File: src/rtl/alu_pkg.sv
// Shared ALU definitions: native op encodings, extended divide op codes and the
// alu_ctrl sequencer state enum.
package alu_pkg;

  localparam logic [3:0] ALU_ADD   = 4'd0;
  localparam logic [3:0] ALU_SUB   = 4'd1;
  localparam logic [3:0] ALU_AND   = 4'd4;
  localparam logic [3:0] ALU_OR    = 4'd5;
  localparam logic [3:0] ALU_XOR   = 4'd6;
  localparam logic [3:0] ALU_NOT   = 4'd7;
  localparam logic [3:0] ALU_CMP   = 4'd8;
  localparam logic [3:0] ALU_TEST  = 4'd9;
  localparam logic [3:0] ALU_SHL   = 4'd12;
  localparam logic [3:0] ALU_SHR   = 4'd13;
  localparam logic [3:0] ALU_MULLO = 4'd14;
  localparam logic [3:0] ALU_MULHI = 4'd15;

  localparam logic [4:0] OP_DIVU = 5'h10;
  localparam logic [4:0] OP_REMU = 5'h11;
  localparam logic [4:0] OP_DIV  = 5'h12;
  localparam logic [4:0] OP_REM  = 5'h13;

  typedef enum logic [2:0] {
    ST_IDLE  = 3'd0,
    ST_EXEC  = 3'd1,
    ST_NEG_A = 3'd2,
    ST_NEG_B = 3'd3,
    ST_ITER  = 3'd4,
    ST_FIX   = 3'd5,
    ST_RESP  = 3'd6
  } ctrl_state_e;

  function automatic logic is_divide(input logic [4:0] op);
    return (op >= OP_DIVU) && (op <= OP_REM);
  endfunction

endpackage

File: src/rtl/alu_ctrl.sv
// Sequencer in front of the shared 32-bit ALU: one-cycle native ops, restoring divide
// over SUB. Define ALU_CTRL_SIGNED_EN to make 0x12/0x13 signed DIV/REM.
module alu_ctrl
  import alu_pkg::*;
(
  input  logic        clk,
  input  logic        resetn,
  input  logic        req_valid,
  output logic        req_ready,
  input  logic [4:0]  req_op,
  input  logic [31:0] req_a,
  input  logic [31:0] req_b,
  output logic        rsp_valid,
  input  logic        rsp_ready,
  output logic [31:0] rsp_c,
  output logic        rsp_zero,
  output logic        rsp_negative,
  output logic        rsp_divzero,
  output logic [31:0] alu_a,
  output logic [31:0] alu_b,
  output logic [3:0]  alu_op,
  input  logic [31:0] alu_c,
  input  logic        alu_is_zero,
  input  logic        alu_is_negative,
  output ctrl_state_e dbg_state
);

  // Both channels transfer on a cycle where valid && ready at the rising edge; a
  // response, once valid, holds rsp_* stable until rsp_ready is seen.

  ctrl_state_e state_q;
  logic [4:0]  op_q;
  logic [31:0] a_q, d_q, q_q, r_q;
  logic [4:0]  cnt_q;
  logic [31:0] rsp_c_q;
  logic        rsp_valid_q, rsp_zero_q, rsp_neg_q, rsp_dz_q;
`ifdef ALU_CTRL_SIGNED_EN
  logic        sa_q, sb_q;
  logic [31:0] fix_sel, fix_res;
  logic        fix_neg;
`endif

  logic [31:0] x_d, r_d, q_d, brw_vec, iter_res, dz_res;
  logic        take;

  // One restoring step: shift {R,Q} left, try R-D on the ALU, keep it if no borrow.
  always_comb begin
    x_d      = {r_q[30:0], q_q[31]};
    brw_vec  = (~x_d & d_q) | (~(x_d ^ d_q) & alu_c);
    take     = r_q[31] | ~brw_vec[31];
    r_d      = take ? alu_c : x_d;
    q_d      = {q_q[30:0], take};
    iter_res = op_q[0] ? r_d : q_d;
    dz_res   = op_q[0] ? a_q : 32'hFFFF_FFFF;
`ifdef ALU_CTRL_SIGNED_EN
    fix_sel  = op_q[0] ? r_q : q_q;
    fix_neg  = op_q[0] ? sa_q : (sa_q ^ sb_q);
    fix_res  = fix_neg ? alu_c : fix_sel;
`endif
  end

  always_comb begin
    alu_a  = '0;
    alu_b  = '0;
    alu_op = '0;
    case (state_q)
      ST_EXEC: begin
        if (!op_q[4]) begin
          alu_op = op_q[3:0];
          alu_a  = a_q;
          alu_b  = d_q;
        end
      end
      ST_ITER: begin
        alu_op = ALU_SUB;
        alu_a  = x_d;
        alu_b  = d_q;
      end
`ifdef ALU_CTRL_SIGNED_EN
      ST_NEG_A: begin
        alu_op = ALU_SUB;
        alu_b  = a_q;
      end
      ST_NEG_B: begin
        alu_op = ALU_SUB;
        alu_b  = d_q;
      end
      ST_FIX: begin
        alu_op = ALU_SUB;
        alu_b  = fix_sel;
      end
`endif
      default: ;
    endcase
  end

  always_ff @(posedge clk or negedge resetn) begin
    if (!resetn) begin
      state_q     <= ST_IDLE;
      op_q        <= '0;
      a_q         <= '0;
      d_q         <= '0;
      q_q         <= '0;
      r_q         <= '0;
      cnt_q       <= '0;
      rsp_c_q     <= '0;
      rsp_valid_q <= 1'b0;
      rsp_zero_q  <= 1'b0;
      rsp_neg_q   <= 1'b0;
      rsp_dz_q    <= 1'b0;
`ifdef ALU_CTRL_SIGNED_EN
      sa_q        <= 1'b0;
      sb_q        <= 1'b0;
`endif
    end else begin
      case (state_q)
        ST_IDLE: begin
          if (req_valid) begin
            op_q  <= req_op;
            a_q   <= req_a;
            d_q   <= req_b;
            q_q   <= req_a;
            r_q   <= '0;
            cnt_q <= 5'd31;
`ifdef ALU_CTRL_SIGNED_EN
            sa_q  <= req_a[31];
            sb_q  <= req_b[31];
`endif
            if (!is_divide(req_op) || (req_b == '0)) state_q <= ST_EXEC;
`ifdef ALU_CTRL_SIGNED_EN
            else if (req_op[1]) state_q <= ST_NEG_A;
`endif
            else state_q <= ST_ITER;
          end
        end
        ST_EXEC: begin
          rsp_valid_q <= 1'b1;
          state_q     <= ST_RESP;
          if (!op_q[4]) begin
            rsp_c_q    <= alu_c;
            rsp_zero_q <= alu_is_zero;
            rsp_neg_q  <= alu_is_negative;
            rsp_dz_q   <= 1'b0;
          end else if (is_divide(op_q)) begin
            rsp_c_q    <= dz_res;
            rsp_zero_q <= (dz_res == '0);
            rsp_neg_q  <= dz_res[31];
            rsp_dz_q   <= 1'b1;
          end else begin
            rsp_c_q    <= '0;
            rsp_zero_q <= 1'b1;
            rsp_neg_q  <= 1'b0;
            rsp_dz_q   <= 1'b0;
          end
        end
`ifdef ALU_CTRL_SIGNED_EN
        ST_NEG_A: begin
          q_q     <= a_q[31] ? alu_c : a_q;
          state_q <= ST_NEG_B;
        end
        ST_NEG_B: begin
          d_q     <= d_q[31] ? alu_c : d_q;
          state_q <= ST_ITER;
        end
        ST_FIX: begin
          rsp_c_q     <= fix_res;
          rsp_zero_q  <= (fix_res == '0);
          rsp_neg_q   <= fix_res[31];
          rsp_dz_q    <= 1'b0;
          rsp_valid_q <= 1'b1;
          state_q     <= ST_RESP;
        end
`endif
        ST_ITER: begin
          r_q   <= r_d;
          q_q   <= q_d;
          cnt_q <= cnt_q - 5'd1;
          if (cnt_q == '0) begin
`ifdef ALU_CTRL_SIGNED_EN
            if (op_q[1]) begin
              state_q <= ST_FIX;
            end else
`endif
            begin
              rsp_c_q     <= iter_res;
              rsp_zero_q  <= (iter_res == '0);
              rsp_neg_q   <= iter_res[31];
              rsp_dz_q    <= 1'b0;
              rsp_valid_q <= 1'b1;
              state_q     <= ST_RESP;
            end
          end
        end
        ST_RESP: begin
          if (rsp_ready) begin
            rsp_valid_q <= 1'b0;
            state_q     <= ST_IDLE;
          end
        end
        default: state_q <= ST_IDLE;
      endcase
    end
  end

  assign req_ready    = (state_q == ST_IDLE);
  assign rsp_valid    = rsp_valid_q;
  assign rsp_c        = rsp_c_q;
  assign rsp_zero     = rsp_zero_q;
  assign rsp_negative = rsp_neg_q;
  assign rsp_divzero  = rsp_dz_q;
  assign dbg_state    = state_q;

endmodule
File: config.mk
export PLATFORM = sky130hd
export DESIGN_NAME = alu_ctrl
export DESIGN_NICKNAME = d
export VERILOG_FILES = /design/src/rtl/alu_pkg.sv /design/src/rtl/alu_ctrl.sv
export SDC_FILE = /design/constraint.sdc
export NUM_CORES = 1
export LEC_CHECK = 0
export CORE_ASPECT_RATIO = 1.25
export CORE_MARGIN = 2
export CORE_UTILIZATION = 51
export CTS_CLUSTER_SIZE = 25
export DETAILED_ROUTE_END_ITERATION = 12
export PLACE_DENSITY_LB_ADDON = 0.12
export SYNTH_ARGS = -nofsm -noshare
export SYNTH_HDL_FRONTEND = slang
export SYNTH_SLANG_ARGS = --single-unit
File: constraint.sdc
create_clock -name clk -period 2.4 [get_ports clk]
set_input_delay 0.48 -clock clk [delete_from_list [all_inputs] [get_ports clk]]
set_output_delay 0.48 -clock clk [all_outputs]
set_load 0.03 [all_outputs]
* After elaboration in Yosys (flattened, before gate mapping)
Index checks and enable logic that the tools add are counted.
** Storage, ports and cells
- Flip-flop bits (word level) :: 177
- Input bits :: 107
- Output and inout port bits :: 108
- Word-level logic and storage cells :: 87
** Operators by class
- Add/sub/neg operators :: 1
- $lt $le $gt $ge :: 4
- Equal/unequal tests :: 6
- Mux-type cells :: 39
- Bitwise logic cells :: 8
- Reductions and logical operators :: 17
** Operators with widths (count)
- 32-bit two-way mux :: 10
- 32-bit one-hot mux with 2 select lines :: 5
- 32-bit logical NOT :: 3
- 32-bit bitwise AND :: 2
- 32-bit inverter :: 2
- 32-bit bitwise OR :: 1
- 32-bit bitwise XOR :: 1
- 3-bit two-way mux :: 4
- 3-bit one-hot mux with 4 select lines :: 1
- 1-bit two-way mux :: 11
- 5-bit >= comparator, second input constant :: 2
- 5-bit less-or-equal comparator, second input constant :: 2
- 5-bit one-hot mux with 2 select lines :: 1
- 4-bit one-hot mux with 2 select lines :: 1
- 3-bit == test, second input constant :: 2
- 2-bit inequality test, second input constant :: 3
- 1-bit one-hot mux with 2 select lines :: 3
- 2-bit AND reduction :: 3
- 3-bit AND reduction :: 2
- 5-bit logical NOT :: 1
- 5-bit two-way mux :: 1
- 5-bit by 1-bit subtractor with 5-bit output, second input constant :: 1
- 4-bit two-way mux :: 1
- 2-bit nonzero test :: 2
- 9 further kinds :: 10

* Depth between registers and ports, before layout
Gate-level depths: netlist of run 1.
- Depth in word-level cells :: 11
- Gate-level depth with buffers :: 9
- Depth with buffers taken out :: 8

* Worst setup path after synthesis of run 1
No wires, ideal clock.
- Path kind :: register to output
- From :: register state_q[0], in the netlist dbg_state[0]
- To :: output alu_b[0]
- Arrival :: 2247 ps
- Required time :: 1920 ps
- Path slack :: -327 ps
- Stages on the path, launching flop included :: 8
- Path buffers :: 2
- Cell sequence :: dfrtp_1 > clkbuf_1 > nor2b_1 > nand2b_1 > nor2_1 > nor2_1 > clkbuf_1 > nor2b_1
** Between the ends
- Cells in the longest elaborated chain, start to end :: 2
- Elaborated cells on any way between the ends :: 3
- Those cells by class :: eq/ne: 2; mux: 1
** Ends and longest elaborated chain
- from (decl) :: line alu_ctrl.sv:31 : ctrl_state_e state_q;
- from (signal assigned) :: line alu_ctrl.sv:99 : state_q <= ST_IDLE;
- from (signal assigned) :: line alu_ctrl.sv:129 : if (!is_divide(req_op) || (req_b == '0)) state_q <= ST_EXEC;
- from (signal assigned) :: line alu_ctrl.sv:133 : else state_q <= ST_ITER;
- 3-bit == test or 3-bit by 1-bit == test with 1-bit output (tied branches) :: line alu_ctrl.sv:66 : case (state_q)
- 32-bit one-hot mux with 2 select lines (*) :: line alu_ctrl.sv:66
- to (decl) :: line alu_ctrl.sv:20 : output logic [31:0] alu_b,
Mark *: on every way between the ends. The rest lies on a longest branch, timed or not.

* Final worst setup path of run 1
- From :: register state_q[0], in the netlist dbg_state[0]
- To :: output alu_b[28]
The elaborated chain is that of the path after synthesis.

==> metrics.log, run 1 <==
[metrics] status: complete, but fails checks
[metrics] violated checks: negative hold slack, negative setup slack
[metrics] global route overflow: 0
[metrics] placed wire-length estimate: 21500 um
[metrics] fraction of power consumed by combinational cells: 0.608
[metrics] setup TNS: -0.240 ns
[metrics] Final Cycle Share: 1.01
[metrics] total number of vias: 9513
[metrics] library cells used by synthesis: 53
[metrics] cell at the slowest stage of the critical path: sky130_fd_sc_hd__dfrtp_1
[metrics] Seq/Total Area, Yosys: 0.479
[metrics] area occupied by registers: between 4000 and 5000 sq um
[metrics] row cnt: 55
[metrics] maximum root-to-sink buffer count: 2
[metrics] Inserted Clock Buffers: 17
[metrics] Switching Share: 0.464
[metrics] GR Util All Layers: 0.330
[metrics] number of nets with antenna violations after routing: 0
[metrics] Hold Crit Class: input port to asynchronous set/reset pin
[metrics] wire length per cell: 21.2 um
[metrics] Max Clk Rate: 0.412 GHz
[metrics] Antenna Diode Count: 0
[metrics] worst-path maximum fanout: 8
[metrics] starting density of the core: 0.514
[metrics] Synth Instances: 1086
[metrics] nets@finish: ~1400
[metrics] Max Transition Viols Final: 0
[metrics] RSZ-0062 raised after global routing: true
[metrics] cell internal pwr: 12.0 mW
[metrics] DRC violations left: 0
[metrics] die height: 154 um
[metrics] maximum single-stage delay on the critical path: around 0.42 ns
[metrics] wire length of the first global-routing pass: around 50000 um
[metrics] register bit count reported by yosys: approximately 180
[metrics] time the worst path needs with I/O delays and setup: approximately 2.4 ns
[metrics] final number of setup-violating endpoints: 16
[metrics] Mean Syn Cell Area: 8.51 sq um
[metrics] count of pins on the block boundary: about 220
[metrics] floorplan core area: about 18000 sq um
[metrics] worst setup path category: flip-flop to output pin
[metrics] Pre-Repair DR Iteration Count: 8
[metrics] YS warnings: 0
[metrics] TritonCTS clock tree: yes
[metrics] worst hold slack after final layout: -0.00895 ns
[metrics] maximum number of pins on one net before global-route repair: 102
[metrics] hold violation total from the final report: 2
[metrics] headroom to the max-slew limit: 0.424
[metrics] clock transition time at the flip-flop clock pins of the worst setup and hold paths: roughly 0.07 ns
[metrics] largest area contributor in the netlist: sky130_fd_sc_hd__dfrtp_1
[metrics] H-tree depth reported by CTS: 4
[metrics] maximum resistive drop on vdd: between 1 and 1.5 mV
[metrics] die area: ~19000 sq um
[metrics] share of final-layout standard cells stronger than drive strength 1: 0.210
[metrics] most frequent standard cell in the layout excluding fill and tap cells: sky130_fd_sc_hd__nand2_1
[metrics] share of Yosys cell area claimed by the top area cell type: 0.479
[metrics] Final Worst Setup Slack: -0.0271 ns
[metrics] static leakage: 6.19 nW
[metrics] Die X: 124 um
[metrics] vias per inst: 6.10
[metrics] Req. time, crit path: between 1.5 and 2 ns
[metrics] worst-case clock skew: 0.00690 ns
[metrics] EDFF count, synth: 0
[metrics] CTS Sinks: between 150 and 200
[metrics] number of antenna violations at the first check in global routing: 0
[metrics] end-of-flow core utilization: 0.755
[metrics] combined area of all synthesized cells: approximately 9000 sq um
[metrics] pwr dens: approximately 1700 nW/um^2
[metrics] clock power share: 0.125
[metrics] Worst setup EP type: output pin
[metrics] growth of design area from synthesis to finish: 46.7%
[metrics] post-synth net total: between 1000 and 1500
[metrics] proportion of synthesized flip-flops having asynchronous set or reset: 1.00
[metrics] worst slew pin tran: approximately 0.86 ns
[metrics] arrival time of data at the critical path endpoint: approximately 2.0 ns
[metrics] clock root buffer master: sky130_fd_sc_hd__clkbuf_16
[metrics] number of input and output port buffers inserted: 214
[metrics] via count of the first global-routing pass: 9116
[metrics] start of the worst register-to-register path: cnt_q[0]
[metrics] most area-consuming cells after synthesis: sky130_fd_sc_hd__dfrtp_1 48%, sky130_fd_sc_hd__nand2_1 13%, sky130_fd_sc_hd__mux2i_1 3.5%, sky130_fd_sc_hd__a22o_1 3.1%, sky130_fd_sc_hd__o21ai_0 3.0%
[metrics] part of the total power dissipated in sequential elements: 0.266
[metrics] CP Launch Point: dbg_state[0]
[metrics] area occupied by multi-input gates: 4970 sq um
[metrics] gpl congestion: ~0.90
[metrics] Top FF cell, synth: sky130_fd_sc_hd__dfrtp_1
[metrics] layout filler cell count: 1265
[metrics] most used cells in the layout excluding fill and tap cells: 308 x sky130_fd_sc_hd__nand2_1, 174 x sky130_fd_sc_hd__dfrtp_1, 144 x sky130_fd_sc_hd__clkdlybuf4s50_1, 73 x sky130_fd_sc_hd__buf_4, 55 x sky130_fd_sc_hd__o21ai_0
[metrics] critical path, cell by cell: nor2b_4, nand2b_4, nor2_4, buf_12, buf_12, nor2_4, clkbuf_16, nor2b_4, buf_6
[metrics] switching component of the power: 10.4 mW
[metrics] max_cap viols: 0
[metrics] clock latency of the later-clocked register in the worst-skew pair: roughly 0.44 ns
[metrics] sum of routed wire length over all layers: 33000 um
[metrics] Critical Path Start Type: flip-flop
[metrics] number of DRC markers in iteration 0: roughly 1000
metrics by stage:
stage                     power [mW]  instances  area, sq um  setup WS, ns
after global placement          17.4       1507        12100        -0.267
final                           22.4       1559        13600       -0.0271
after floorplan                 12.9       1086         9370        -0.107
after CTS                       21.1       1550        13000       -0.0200
after detailed placement        17.6       1507        12100        -0.359
after global routing            23.6       1559        13600       -0.0668
logic make-up after synthesis:
| kind of cell | after synthesis | share of synthesized area |
|---|---|---|
| AOI/OAI and AO/OA | 248 | 0.182 |
| xor gates and xnor gates | 2 | 0.00190 |
| adders and majority gates | 3 | 0.00406 |
| buffers and inverters | 93 | 0.0406 |
| DFF | 177 | 0.479 |
| muxes | 32 | 0.0347 |
| and+or+nand+nor | 531 | 0.258 |
power by group through the flow:
stage                     clock network (mW)  registers [mW]  logic (mW)
after floorplan                            0            5.88        6.97
after global placement                     0            5.81        11.6
after detailed placement                   0            5.84        11.8
after CTS                               2.83            5.83        12.4
after global routing                    2.96            6.10        14.5
final                                   2.81            5.97        13.6
final cells by class:
cell class | instances | share of cell area
clock inverters | 13 | 0.0109
clock buffers | 19 | 0.0319
well taps | 228 | 0.0211
multi-input cells | 818 | 0.367
flip-flops and latches | 177 | 0.327
repair buffers | 297 | 0.240
inverters | 7 | 0.00194
worst max-delay path: cells and delay by family (launching register included):
| family | cells | cell delay (ns) |
|---|---|---|
| simple gates | 5 | 0.49 |
| flops | 1 | 0.42 |
| buf+inv | 4 | 0.61 |
flip-flops by register name (all words and copies together) (netlist names):
| name | count |
|---|---|
| d_q | 32 |
| rsp_divzero | 1 |
| rsp_c | 32 |
| dbg_state | 3 |
| a_q | 32 |
| rsp_negative | 1 |
| cnt_q | 5 |
| op_q | 5 |
| q_q | 32 |
| rsp_valid | 1 |
| rsp_zero | 1 |
| r_q | 32 |
path summary, 6_finish.rpt:
kind                        endpoint  slack [ns]  depth (start not counted)
setup / recovery           alu_b[28]       -0.03                          9
hold / removal               a_q[24]      -0.009                          1
setup reg to reg           rsp_c[14]        0.10                          8
hold reg to reg              op_q[1]        0.47                          2
max in group asynchronous    op_q[0]        1.71                          2
min in group clk             op_q[1]        0.47                          2
synthesized netlist by cell type (all sizes together), types with 32 or more instances:
library cell and instances:
a21oi 39, a22o 33, a22oi 34, clkbuf 71
dfrtp 177, mux2i 32, nand2 313, nand2b 33
nand3 34, nor2 48, nor2b 38, o21ai 87
metal layers:
layer,up-vias,global-route usage,share of wire
li1,4271,-,-
met1,4599,0.421,0.38
met2,547,0.534,0.49
met3,96,0.0761,0.084
met4,0,0.161,0.042
met5,-,0,0
timing repair:
| action | CTS | global route |
|---|---|---|
| setup buffers | 8 | 6 |
| gates cloned | 3 | 4 |
| gates resized for setup | 39 | 84 |
| endpoints found under the hold margin | 0 | 0 |
| setup endpoints to repair | 75 | 88 |
| pin swaps | 1 | 5 |
| hold buffers | 0 | 0 |
Power figures use the tool's default switching activity.
==> run 2: changes to the inputs <==
--- a/config.mk
+++ b/config.mk
@@ -11,6 +11,7 @@
 export CTS_CLUSTER_SIZE = 25
 export DETAILED_ROUTE_END_ITERATION = 12
 export PLACE_DENSITY_LB_ADDON = 0.12
+export RECOVER_POWER = 100
 export SYNTH_ARGS = -nofsm -noshare
 export SYNTH_HDL_FRONTEND = slang
 export SYNTH_SLANG_ARGS = --single-unit
==> run 2 against run 1 <==
  * The run ends with negative setup slack left
  * Via count fell by 0.27%
  * Clock skew up 0.00051 ns
  * Flip-flop and latch count unchanged
  * Utilization down 0.31 points
  * Largest power group unchanged
  * Total power decreased by 0.14%
  * Non-clock buffer count unchanged
  * Worst hold slack gained 0.35 ns
  * Setup slack got worse by 0.0026 ns
  * Highest routed layer unchanged
  * First-iteration DRC count shrank 0.89%
  * Critical endpoint is now dbg_state[0]
  * Final area decreased by 0.42%
  * Die area is the same
==> metrics.log, run 2 (same netlist as run 1, synthesis figures left out) <==
[metrics] vias per inst: 6.09 (-0.27%)
[metrics] status: complete, but fails checks
[metrics] nets@finish: 1428 (unchanged)
[metrics] share of final-layout standard cells stronger than drive strength 1: 0.209 (-0.00150)
[metrics] Final Worst Setup Slack: -0.0298 ns (-0.00264 ns)
[metrics] via count of the first global-routing pass: 9116 (unchanged)
[metrics] global route overflow: 0 (unchanged)
[metrics] pwr dens: 1660 nW/um^2 (+0.28%)
[metrics] max_cap viols: 0 (unchanged)
[metrics] starting density of the core: 0.514 (unchanged)
[metrics] area after detailed placement: 12100 sq um (unchanged)
[metrics] most used cells in the layout excluding fill and tap cells: 308 x sky130_fd_sc_hd__nand2_1, 174 x sky130_fd_sc_hd__dfrtp_1, 144 x sky130_fd_sc_hd__clkdlybuf4s50_1, 72 x sky130_fd_sc_hd__buf_4, 55 x sky130_fd_sc_hd__o21ai_0
[metrics] row cnt: 55 (unchanged)
[metrics] Max Clk Rate: 0.412 GHz (-0.11%)
[metrics] worst-path maximum fanout: 7 (-1)
[metrics] die height: 154 um (unchanged)
[metrics] clock root buffer master: sky130_fd_sc_hd__clkbuf_16
[metrics] r2r endpoint: r_q[4]
[metrics] worst-case clock skew: 0.00740 ns (+0.000506 ns)
[metrics] Hold Crit Class: input port to asynchronous set/reset pin
[metrics] placed wire-length estimate: 21500 um (unchanged)
[metrics] area occupied by registers: 4430 sq um (unchanged)
[metrics] worst hold slack after final layout: 0.342 ns (+0.351 ns)
[metrics] wire length per cell: 21.2 um (+0.25%)
[metrics] headroom to the max-slew limit: 0.0986 (-0.325)
[metrics] setup TNS: -0.302 ns (-0.0620 ns)
[metrics] Max Transition Viols Final: 0 (unchanged)
[metrics] sum of routed wire length over all layers: 33100 um (+0.25%)
[metrics] worst setup path category: flip-flop to output pin
[metrics] Antenna Diode Count: 0 (unchanged)
[metrics] DRC violations left: 0 (unchanged)
[metrics] arrival time of data at the critical path endpoint: 1.95 ns (about the same)
[metrics] met3 Track Usage GR: 0.0761 (unchanged)
[metrics] floorplan core area: 18000 sq um (unchanged)
[metrics] GR Util All Layers: 0.330 (unchanged)
[metrics] area occupied by multi-input gates: 4970 sq um (about the same)
[metrics] reg-to-reg slack, setup: 0.03 ns (-0.07 ns)
[metrics] count of pins on the block boundary: 215 (unchanged)
[metrics] Finished Cell Area: 13500 sq um (-0.42%)
[metrics] number of nets with antenna violations after routing: 0 (unchanged)
[metrics] wire length of the first global-routing pass: 50100 um (unchanged)
[metrics] clock latency of the later-clocked register in the worst-skew pair: 0.44 ns (about the same)
[metrics] TritonCTS clock tree: yes
[metrics] CTS Sinks: 177 (unchanged)
[metrics] Inserted Clock Buffers: 17 (unchanged)
[metrics] die area: 19200 sq um (unchanged)
[metrics] end-of-flow core utilization: 0.751 (-0.00313)
[metrics] gpl congestion: 0.904 (unchanged)
[metrics] start of the worst register-to-register path: dbg_state[0]
[metrics] number of DRC markers in iteration 0: 1006 (-0.89%)
[metrics] maximum resistive drop on vdd: 1.48 mV (-0.13%)
[metrics] count of hold buffers inserted by post-cts repair: 0 (unchanged)
[metrics] final number of setup-violating endpoints: 17 (+1)
[metrics] worst slew pin tran: 1.35 ns (+0.488 ns)
[metrics] GR peak layer: met2
[metrics] most frequent standard cell in the layout excluding fill and tap cells: sky130_fd_sc_hd__nand2_1
[metrics] static leakage: 6.17 nW (-0.38%)
[metrics] H-tree depth reported by CTS: 4 (unchanged)
[metrics] number of antenna violations at the first check in global routing: 0 (unchanged)
[metrics] growth of design area from synthesis to finish: 46.1%
[metrics] met2 usage in global routing: 0.534 (unchanged)
[metrics] number of cells traversed by the worst register-to-register path: 8 (unchanged)
[metrics] violated checks: negative setup slack
[metrics] Critical Path Start Type: flip-flop
[metrics] layout filler cell count: 1272 (+0.55%)
[metrics] Final Power: 22.4 mW (-0.14%)
[metrics] clock transition time at the flip-flop clock pins of the worst setup and hold paths: 0.07 ns (about the same)
[metrics] Req. time, crit path: 1.92 ns (about the same)
[metrics] Die X: 124 um (unchanged)
[metrics] maximum root-to-sink buffer count: 2 (unchanged)
[metrics] Pre-Repair DR Iteration Count: 7 (-1)
[metrics] hold violation total from the final report: 0 (-2)
[metrics] GR met1 Demand/Resource: 0.421 (unchanged)
[metrics] total number of vias: 9487 (-0.27%)
[metrics] time the worst path needs with I/O delays and setup: 2.43 ns (+0.00264 ns)
[metrics] RSZ-0062 raised after global routing: true
[metrics] number of input and output port buffers inserted: 214 (unchanged)
[metrics] Worst setup EP type: output pin
[metrics] maximum number of pins on one net before global-route repair: 102 (unchanged)
[metrics] Final Cycle Share: 1.01 (+0.00110)
==> run 2: cell type report <==
class	count	share of cell area
Inverter	7	0.00195
Tap cell	228	0.0211
Clock buffer	19	0.0321
Timing Repair Buffer	297	0.237
Clock inverter	13	0.0109
Sequential cell	177	0.328
Multi-Input combinational cell	818	0.368
==> run 2: worst max path at each step <==
stage | from | end | slack (ns) | cells after the start
2_1_floorplan | dbg_state[0] | alu_b[0] | -0.11 | 7
3_3_place_gp | alu_c[31] | rsp_zero | -0.27 | 7
5_1_grt | dbg_state[0] | alu_b[28] | -0.07 | 9
6_report | dbg_state[0] | dbg_state[0] | -0.03 | 4
4_1_cts | dbg_state[1] | alu_b[11] | -0.02 | 9
3_5_place_dp | alu_c[31] | rsp_zero | -0.36 | 7
==> run 2: stage by stage <==
step | setup slack (ns) | instances
2_1_floorplan | -0.107 | 1086
3_3_place_gp | -0.267 | 1507
3_5_place_dp | -0.359 | 1507
4_1_cts | -0.0200 | 1550
5_1_grt | -0.0668 | 1559
6_report | -0.0298 | 1559
==> run 2: per-layer routing <==
metal | wire length, um | vias to the layer above | part of all wire
li1 | - | 4270 | -
met1 | 12800 | 4559 | 0.39
met2 | 16100 | 558 | 0.49
met3 | 2700 | 100 | 0.081
met4 | 1400 | 0 | 0.042
met5 | 0 | - | 0
==> run 2: power breakdown <==
part           switching [mW]  total [mW]  internal (mW)
clock network            1.26        2.81           1.55
registers                1.54        5.97           4.43
logic                    7.59        13.6           6.01
==> run 2: critical path, stage by stage, from the launching register on <==
cell	delay [ns]
sky130_fd_sc_hd__dfrtp_1	0.41
sky130_fd_sc_hd__buf_4	0.13
sky130_fd_sc_hd__buf_4	0.10
sky130_fd_sc_hd__clkbuf_2	0.18
sky130_fd_sc_hd__clkdlybuf4s50_1	0.70
==> run 2: repair_timing <==
action,in CTS,in global routing
gates resized for setup,39,84
buffers inserted,8,6
pin swaps,1,5
gates cloned,3,4
endpoints found under the setup margin,75,88
==> run 3: changes to the inputs <==
--- a/config.mk
+++ b/config.mk
@@ -6,7 +6,7 @@
 export NUM_CORES = 1
 export LEC_CHECK = 0
 export CORE_ASPECT_RATIO = 1.25
-export CORE_MARGIN = 2
+export CORE_MARGIN = 5
 export CORE_UTILIZATION = 51
 export CTS_CLUSTER_SIZE = 25
 export DETAILED_ROUTE_END_ITERATION = 12
@@ -15,3 +15,4 @@
 export SYNTH_ARGS = -nofsm -noshare
 export SYNTH_HDL_FRONTEND = slang
 export SYNTH_SLANG_ARGS = --single-unit
+export TNS_END_PERCENT = 50
==> run 3 against run 2 <==
  * The run still ends with negative setup slack left
  * Final area down 2.6%
  * Critical path type unchanged
  * Via count down 0.26%
  * Setup slack worse by 0.015 ns
  * Flip-flop and latch count unchanged
  * Critical path depth up 3
  * Clock power about the same
  * Die area up 8.9%
  * Largest power group unchanged
  * First-iteration DRC count up 44%
  * Routed wire length down 1.4%
==> metrics.log, run 3 (same netlist as run 1, synthesis figures left out) <==
[metrics] Final Worst Setup Slack: -0.0450 ns (-0.0153 ns)
[metrics] clock root buffer master: sky130_fd_sc_hd__clkbuf_16
[metrics] count of pins on the block boundary: 215 (unchanged)
[metrics] number of DRC markers in iteration 0: 1448 (+44%)
[metrics] total number of vias: 9462 (-0.26%)
[metrics] nets@finish: 1413 (-1.1%)
[metrics] max_cap viols: 0 (unchanged)
[metrics] final number of setup-violating endpoints: 9 (-8)
[metrics] global route overflow: 0 (unchanged)
[metrics] Worst setup EP type: output pin
[metrics] gpl congestion: 0.941 (+4.0%)
[metrics] worst-path maximum fanout: 18 (+11)
[metrics] arrival time of data at the critical path endpoint: 1.97 ns (+0.02 ns)
[metrics] Critical Path Start Type: flip-flop
[metrics] setup TNS: -0.191 ns (+0.111 ns)
[metrics] maximum root-to-sink buffer count: 2 (unchanged)
[metrics] number of antenna violations at the first check in global routing: 0 (unchanged)
[metrics] most frequent standard cell in the layout excluding fill and tap cells: sky130_fd_sc_hd__nand2_1
[metrics] starting density of the core: 0.514 (unchanged)
[metrics] number of instances in the placed design: 1497 (-0.66%)
[metrics] Die X: 130 um (+4.8%)
[metrics] violated checks: negative setup slack
[metrics] worst-case clock skew: 0.00889 ns (+0.00148 ns)
[metrics] maximum single-stage delay on the critical path: 0.42 ns (-0.28 ns)
[metrics] Antenna Diode Count: 0 (unchanged)
[metrics] H-tree depth reported by CTS: 4 (unchanged)
[metrics] growth of design area from synthesis to finish: 42.3%
[metrics] worst setup path category: flip-flop to output pin
[metrics] non-filler instance count after layout: 1543 (-1.0%)
[metrics] floorplan core area: 18000 sq um (unchanged)
[metrics] die height: 160 um (+3.9%)
[metrics] critical path, cell by cell: nor2b_4, nand2b_4, nor2_4, buf_4, buf_12, a22o_1, buf_12
[metrics] row cnt: 55 (unchanged)
[metrics] Max Transition Viols Final: 0 (unchanged)
[metrics] Hold Crit Class: input port to asynchronous set/reset pin
[metrics] TritonCTS clock tree: yes
[metrics] worst slew pin tran: 1.36 ns (+0.00462 ns)
[metrics] most used cells in the layout excluding fill and tap cells: 310 x sky130_fd_sc_hd__nand2_1, 176 x sky130_fd_sc_hd__dfrtp_1, 144 x sky130_fd_sc_hd__clkdlybuf4s50_1, 55 x sky130_fd_sc_hd__o21ai_0, 55 x sky130_fd_sc_hd__buf_4
[metrics] static leakage: 5.98 nW (-2.9%)
[metrics] hold violation total from the final report: 0 (unchanged)
[metrics] via count of the first global-routing pass: 9254 (+1.5%)
[metrics] Final Cycle Share: 1.02 (+0.00636)
[metrics] most repeated library cell on the critical path: sky130_fd_sc_hd__buf_12
[metrics] number of input and output port buffers inserted: 214 (unchanged)
[metrics] share of final-layout standard cells stronger than drive strength 1: 0.187 (-0.0218)
[metrics] wire length per cell: 21.1 um (-0.42%)
[metrics] area after detailed placement: 12000 sq um (-0.66%)
[metrics] Max Clk Rate: 0.409 GHz (-0.62%)
[metrics] die area: 20900 sq um (+8.9%)
[metrics] RSZ-0062 raised after global routing: true
[metrics] DRC violations left: 0 (unchanged)
[metrics] wire length of the first global-routing pass: 51100 um (+2.0%)
[metrics] Finished Cell Area: 13100 sq um (-2.6%)
[metrics] GR Util All Layers: 0.311 (-0.0189)
[metrics] time the worst path needs with I/O delays and setup: 2.45 ns (+0.0153 ns)
[metrics] clock transition time at the flip-flop clock pins of the worst setup and hold paths: 0.07 ns (about the same)
[metrics] layout filler cell count: 1296 (+1.9%)
[metrics] worst slack after detailed placement: -0.372 ns (-0.0131 ns)
[metrics] Inserted Clock Buffers: 17 (unchanged)
[metrics] reg-to-reg slack, setup: 0.10 ns (+0.07 ns)
[metrics] sum of routed wire length over all layers: 32600 um (-1.4%)
[metrics] maximum number of pins on one net before global-route repair: 75 (-26%)
[metrics] CTS Sinks: 177 (unchanged)
[metrics] Req. time, crit path: 1.92 ns (about the same)
[metrics] Pre-Repair DR Iteration Count: 9 (+2)
[metrics] placed wire-length estimate: 22100 um (+3.1%)
[metrics] cell at the slowest stage of the critical path: sky130_fd_sc_hd__dfrtp_1
[metrics] number of nets with antenna violations after routing: 0 (unchanged)
[metrics] vias per inst: 6.13 (+0.77%)
[metrics] clock latency of the later-clocked register in the worst-skew pair: 0.44 ns (about the same)
[metrics] status: complete, but fails checks
[metrics] pwr dens: 1640 nW/um^2 (-0.92%)
[metrics] end-of-flow core utilization: 0.732 (-0.0197)
[metrics] maximum resistive drop on vdd: 1.13 mV (-24%)
[metrics] headroom to the max-slew limit: 0.0955 (-0.00308)
==> run 3: changes by cell type in the layout (fill, tap and decap cells not counted), sizes merged <==
cell	before	now
nor2	50	49
clkbuf	27	24
dlygate4sd2	0	1
buf	144	131
inv	12	11
clkinvlp	4	0
clkinv	2	7
==> run 3: path summary, 6_finish.rpt <==
path                              start         to  cells after the start
setup / recovery           dbg_state[0]  alu_a[30]                      7
hold / removal                   resetn    a_q[24]                      1
setup reg to reg                r_q[30]   rsp_zero                      9
hold reg to reg                  d_q[1]     d_q[1]                      2
max in group asynchronous        resetn     q_q[4]                      2
min in group clk                 d_q[1]     d_q[1]                      2
==> run 3: worst max-delay path: cells and delay by family, from the launching register on <==
family          cells  cell delay, ns
flops               1            0.42
buf+inv             3            0.46
compound gates      1            0.23
simple gates        3            0.40
==> run 3: layout make-up <==
type	count	area, sq um	area share
multi-input combinational	817	4760	0.363
sequential	177	4430	0.337
timing repair buffer	283	3060	0.233
clock buffer	18	439	0.0334
tap	228	285	0.0217
clock inverter	13	134	0.0102
inverter	7	26.3	0.00200
==> run 3: where the power goes <==
part	total [mW]	switching (mW)	internal, mW	leakage, nW
Sequential	5.94	1.51	4.43	2.20
Combinational	12.9	7.30	5.58	3.50
Clock	2.79	1.23	1.56	0.291
Total	21.6	10.0	11.6	5.98
==> run 3: metrics by stage <==
step	power [mW]	hold slack [ns]
6_report	21.6	0.336
5_1_grt	22.8	0.445
4_1_cts	21.2	0.0183
3_5_place_dp	17.4	0.454
3_3_place_gp	17.2	0.449
2_1_floorplan	12.8	0.184
==> run 3: routing by layer <==
metal	global-route usage	up-vias	part of all wire
met5	0	-	0
met4	0.111	0	0.038
met3	0.0765	86	0.094
met2	0.507	559	0.48
met1	0.403	4579	0.38
li1	-	4238	-
==> run 3: repair_timing <==
action	in CTS	in global routing
resized for setup	57	33
buffers inserted	10	1
cloned	4	1
hold endpoints to repair	0	0
pin swaps	3	5
hold buffers	0	0
endpoints found under the setup margin	71	91
